--- config.mk ---
export PLATFORM = sky130hd
export DESIGN_NAME = demux_1to12_scatter_flat
export DESIGN_NICKNAME = d
export VERILOG_FILES = /design/src/rtl/demux_1to12_scatter_pkg.sv /design/src/rtl/demux_1to12_scatter_if.sv /design/src/rtl/demux_1to12_scatter.sv /design/src/flat_wrapper.sv
export SDC_FILE = /design/constraint.sdc
export NUM_CORES = 1
export LEC_CHECK = 0
export ABC_AREA = 1
export ABC_CLOCK_PERIOD_IN_PS = 3500
export BUFFER_PORTS_ARGS = -buffer_cell sky130_fd_sc_hd__buf_2
export CAP_MARGIN = 20
export CORE_AREA = 5 5 181 183
export DETAILED_ROUTE_END_ITERATION = 6
export DIE_AREA = 0 0 186 188
export HOLD_SLACK_MARGIN = 0.15
export PLACE_DENSITY = 0.58
export SLEW_MARGIN = 0
export SYNTH_ARGS = -nofsm -noshare
export SYNTH_HDL_FRONTEND = slang
export SYNTH_SLANG_ARGS = --single-unit
--- constraint.sdc ---
create_clock -name clk -period 3.5 [get_ports clk]
set_input_delay 0.7 -clock clk [delete_from_list [all_inputs] [get_ports clk]]
set_output_delay 0.7 -clock clk [all_outputs]
set_load 0.005 [all_outputs]
--- src/rtl/demux_1to12_scatter_pkg.sv ---
// demux_1to12_scatter_pkg: shared widths, lane count and FSM state type for the 1:12 scatter
package demux_1to12_scatter_pkg;
    localparam int DATA_W    = 16;
    localparam int NUM_LANES = 12;
    localparam int SEL_W     = 4;
    typedef enum logic {FILL, HOLD} scatter_state_t;
endpackage

--- src/rtl/demux_1to12_scatter_if.sv ---
// demux_1to12_scatter_if: word stream in, lane bank out
//   in_data/in_valid/in_last/in_ready : upstream word handshake
//   out_data/out_lane_valid/out_valid/out_ready : downstream bank handshake
//   lane_ptr : next lane to be written
interface demux_1to12_scatter_if;
    import demux_1to12_scatter_pkg::*;
    logic [DATA_W-1:0]           in_data;
    logic                        in_valid;
    logic                        in_last;
    logic                        in_ready;
    logic [NUM_LANES*DATA_W-1:0] out_data;
    logic [NUM_LANES-1:0]        out_lane_valid;
    logic                        out_valid;
    logic                        out_ready;
    logic [SEL_W-1:0]            lane_ptr;
    modport slave (
        input  in_data, in_valid, in_last, out_ready,
        output in_ready, out_data, out_lane_valid, out_valid, lane_ptr
    );
    modport master (
        output in_data, in_valid, in_last, out_ready,
        input  in_ready, out_data, out_lane_valid, out_valid, lane_ptr
    );
endinterface

--- src/rtl/demux_1to12_scatter.sv ---
// demux_1to12_scatter: scatters a word stream into 12 lanes and hands the bank off in parallel
//   clk     : system clock, rising edge
//   reset_n : asynchronous active-low reset
//   bus     : slave view of demux_1to12_scatter_if
module demux_1to12_scatter
    import demux_1to12_scatter_pkg::*;
(
    input logic                  clk,
    input logic                  reset_n,
    demux_1to12_scatter_if.slave bus
);
    scatter_state_t       r_state;
    scatter_state_t       w_state_nxt;
    logic [DATA_W-1:0]    r_lane [NUM_LANES];
    logic [NUM_LANES-1:0] r_lane_valid;
    logic [SEL_W-1:0]     r_ptr;
    logic                 w_accept;
    logic                 w_done;
    logic                 w_release;
    logic                 w_in_ready;
    logic                 w_out_valid;
    always_comb begin
        w_in_ready  = r_state == FILL;
        w_out_valid = r_state == HOLD;
        w_accept    = w_in_ready && bus.in_valid;
        // frame ends on the explicit last word or when the final lane is filled
        w_done      = w_accept && (bus.in_last || r_ptr == SEL_W'(NUM_LANES - 1));
        w_release   = w_out_valid && bus.out_ready;
        w_state_nxt = w_done ? HOLD : w_release ? FILL : r_state;
    end
    always_ff @(posedge clk or negedge reset_n) begin
        if (!reset_n)
            r_state <= FILL;
        else
            r_state <= w_state_nxt;
    end
    always_ff @(posedge clk or negedge reset_n) begin
        if (!reset_n) begin
            for (int i = 0; i < NUM_LANES; i++) r_lane[i] <= '0;
            r_lane_valid <= '0;
            r_ptr        <= '0;
        end else if (w_release) begin
            // unwritten lanes must read as zero in the next frame
            for (int i = 0; i < NUM_LANES; i++) r_lane[i] <= '0;
            r_lane_valid <= '0;
            r_ptr        <= '0;
        end else if (w_accept) begin
            r_lane[r_ptr]       <= bus.in_data;
            r_lane_valid[r_ptr] <= 1'b1;
            r_ptr               <= r_ptr + SEL_W'(1);
        end
    end
    for (genvar g = 0; g < NUM_LANES; g++) begin : g_pack
        assign bus.out_data[g*DATA_W +: DATA_W] = r_lane[g];
    end
    assign bus.in_ready       = w_in_ready;
    assign bus.out_valid      = w_out_valid;
    assign bus.out_lane_valid = r_lane_valid;
    assign bus.lane_ptr       = r_ptr;
endmodule

--- src/flat_wrapper.sv ---
// flat-port wrapper written by rule: the top's interface ports become plain ports
module demux_1to12_scatter_flat import demux_1to12_scatter_pkg::*;
  (clk, reset_n, bus_in_data, bus_in_valid, bus_in_last, bus_out_ready, bus_in_ready, bus_out_data, bus_out_lane_valid, bus_out_valid, bus_lane_ptr);
  demux_1to12_scatter_if bus_i ();
  input logic clk;
  input logic reset_n;
  input wire logic [$bits(bus_i.in_data)-1:0] bus_in_data;
  input wire logic [$bits(bus_i.in_valid)-1:0] bus_in_valid;
  input wire logic [$bits(bus_i.in_last)-1:0] bus_in_last;
  input wire logic [$bits(bus_i.out_ready)-1:0] bus_out_ready;
  output wire logic [$bits(bus_i.in_ready)-1:0] bus_in_ready;
  output wire logic [$bits(bus_i.out_data)-1:0] bus_out_data;
  output wire logic [$bits(bus_i.out_lane_valid)-1:0] bus_out_lane_valid;
  output wire logic [$bits(bus_i.out_valid)-1:0] bus_out_valid;
  output wire logic [$bits(bus_i.lane_ptr)-1:0] bus_lane_ptr;
  assign bus_i.in_data = bus_in_data;
  assign bus_i.in_valid = bus_in_valid;
  assign bus_i.in_last = bus_in_last;
  assign bus_i.out_ready = bus_out_ready;
  assign bus_in_ready = bus_i.in_ready;
  assign bus_out_data = bus_i.out_data;
  assign bus_out_lane_valid = bus_i.out_lane_valid;
  assign bus_out_valid = bus_i.out_valid;
  assign bus_lane_ptr = bus_i.lane_ptr;
  demux_1to12_scatter u_core (.clk(clk), .reset_n(reset_n), .bus(bus_i));
endmodule
==> summary.md <==
| Metric | Value |
|---|---|
| Core Area | 0.0311 mm² |
| WP depth | 1 |
| Rel. slew slack | 42.3% |
| Fin crit period | 2030 ps |
| Input/output buffers | 230 |
| CTS tree | built |
| Net Sw Power | 0.00267 W |
| Setup ws final | 1470 ps |
| Congestion Overflow GR | 0 |
| Total Power | 0.00815 W |
| Status | complete, no violations |
| Cells after Synth | 971 |
| Worst path bufs/invs | 1 |
| Pint | 0.00548 W |
| # hold bufs at CTS | 0 |
| Slowest stage delay, CP | 610 ps |
| Area of the multi-input gates | 0.00288 mm² |
| Comb pwr share | 24.6% |
| Filler cell count | 3281 |
| Worst EP required | 2800 ps |
| Worst skew pair latency | 520 ps |
| First-pass GRT wire length | 45600 µm |
| Cell with the largest stage delay on the worst path | dfrtp_1 |
| Worst-path clk slew | 60 ps |
| DIE HEIGHT | 188 µm |
| # setup viols final | 0 |
| Most common cell after layout, fill and taps aside | nand2_1 |
| Number of global-route vias before repair | 7344 |
| Post-route insts no fill | 1614 |
| Final ANT Viol Nets | 0 |
| Io pins | 231 |
| Longest Clk Path Bufs | 3 |
| Final period utilization | 58.0% |
| DR DRC count | 0 |
| Synth Net Count | 996 |
| Root Buffer | clkbuf_16 |
| Reg area | 0.00523 mm² |
| CP Data Arrival Time | 1330 ps |
| Post-CTS Resized | 0 |
| WHS | 188 ps |
| Sw Share | 32.8% |
| Setup TNS | 0 ps |
| Syn avg cell area | 8.76 µm² |
| Antenna violations before repair | 0 |
| Post-synth top area share | 61.5% |
| Final Net Count | 1221 |
| Final Hold Viols | 0 |
| Share of layout cells above drive strength 1 | 27.6% |
| Clock power share | 32.2% |
| Area contributors post-synth | dfrtp_1, nand2_1, nand3_1 |
| Overall routed net length | 30000 µm |
| Die area | 0.0350 mm² |
| Slew @ Worst Pin | 864 ps |
| Mapped Area | 0.00850 mm² |
| Final Max Tran Viols | 0 |
| Die width | 186 µm |
| Top cell type by total area after synthesis | dfrtp_1 |
| # H-tree levels | 1 |
| Pre-CTS WS | 1120 ps |
| Family with the most delay on the worst path | flip-flops |
| Seq/Total Area, Yosys | 61.5% |
| Reg-to-reg slack, setup | 1490 ps |
| N_diodes | 0 |
| Largest net degree at the start of global routing | 79 |
| Worst Clk Skew | 11.4 ps |
| Max VDD drop | 0.000300 V |
| Max-cap violation count | 0 |
| Worst reg2reg path depth | 6 |
| Wire per inst | 18.6 µm |
| Critical path endpoint category | output port |
| Leakage dissipation | 6.57 nW |
| Area growth syn-to-layout | 28.0% |
| Flop pwr share | 43.2% |
| Initial drt markers | 590 |
| CTS buffer count | 25 |
| Routability cong. | 0.772 |
| Unrepaired setup endpoints after global routing | no |
| Most frequent cells in the layout | nand2_1, buf_2, dfrtp_1, nand3_1, clkbuf_16 |
| Setup CP Type | reg2out |
| Post-synth cell types | 21 |
| Startpoint Class | register |
| Placed insts | 1571 |
| Initial Util | 27.4% |
| Post-synthesis register bit count | 209 |
| Via count | 7183 |
| Final HPWL DP | 20200 µm |
| Pwr dens | 749 mW/mm² |
| Hold Crit Class | in2async |
| Postcts setup bufs | 0 |
| Via/cell ratio | 4.45 |
| Clk sinks | 209 |
| First-pass iteration count of the detailed router | 5 |
| Cell Rows | 65 |
| Crit path cell chain | buf_2 |
| YS warnings | 0 |
| Crit Path Max Fanout | 10 |
| Gr usage total | 16.9% |
| FMAX | 0.493 GHz |
cell type report:
type	instances	share of cell area, %
Inverter	29	1.00
Timing Repair Buffer	251	12.2
Clock inverter	7	0.873
Sequential cell	209	48.0
Tap cell	402	4.62
Multi-Input combinational cell	680	26.5
Clock buffer	36	6.77
path summary, 6_finish.rpt:
path	startpoint	end
max	u_core.bus.lane_ptr[3]$_DFFE_PN0P_	bus_lane_ptr[3]
min	reset_n	u_core.bus.out_data[115]$_DFFE_PN0P_
max reg2reg	u_core.bus.out_valid$_DFFE_PN0P_	u_core.bus.out_data[73]$_DFFE_PN0P_
min reg2reg	u_core.bus.out_data[115]$_DFFE_PN0P_	u_core.bus.out_data[115]$_DFFE_PN0P_
max in group asynchronous	reset_n	u_core.bus.out_data[24]$_DFFE_PN0P_
min in group clk	bus_in_last	u_core.bus.out_valid$_DFFE_PN0P_
layer usage:
layer	up-vias	global-route usage [%]	part of all wire, %
li1	3428	-	-
met3	36	3.96	7.6
met4	0	3.45	1.7
met5	-	0	0
met1	3470	23.6	44
met2	249	27.1	46
registers in the layout, summed over array words and instances (netlist names):
register and count:
u_core.bus.lane_ptr 4, u_core.bus.out_lane_valid 12, u_core.bus.out_valid 1, u_core.bus.out_data 192
metrics by stage:
step                      area (µm²)  utilization [%]
final                          10900             35.0
after global routing           10900             35.0
after CTS                      10900             35.0
after detailed placement       10100             32.4
after global placement         10100             32.4
after floorplan                 8500                -
Yosys cell counts (all sizes together):
| library cell | instances |
|---|---|
| nand2 | 556 |
| dfrtp | 209 |
| nand3 | 78 |
| buf | 47 |
| nor2 | 30 |
| inv | 29 |
| o21ai | 9 |
| clkbuf | 6 |
| ha | 4 |
| a21oi | 2 |
| or2 | 1 |
cell families (layout without fill, tap and decap cells):
kind of cell               count (synthesis)  after routing  synth area share (%)
buffers and inverters                     82            323                  4.80
and+or+nand+nor                          665            665                  32.5
adders and majority gates                  4              4                 0.589
DFF                                      209            209                  61.5
AOI/OAI and AO/OA                         11             11                 0.647
power by group through the flow:
stage                     clock network (W)  logic [W]  registers [W]
after floorplan                           0   0.000904        0.00353
after global placement                    0    0.00201        0.00356
after detailed placement                  0    0.00206        0.00356
after CTS                           0.00271    0.00206        0.00352
after global routing                0.00281    0.00228        0.00360
final                               0.00262    0.00201        0.00352
Power figures use the tool's default switching activity.
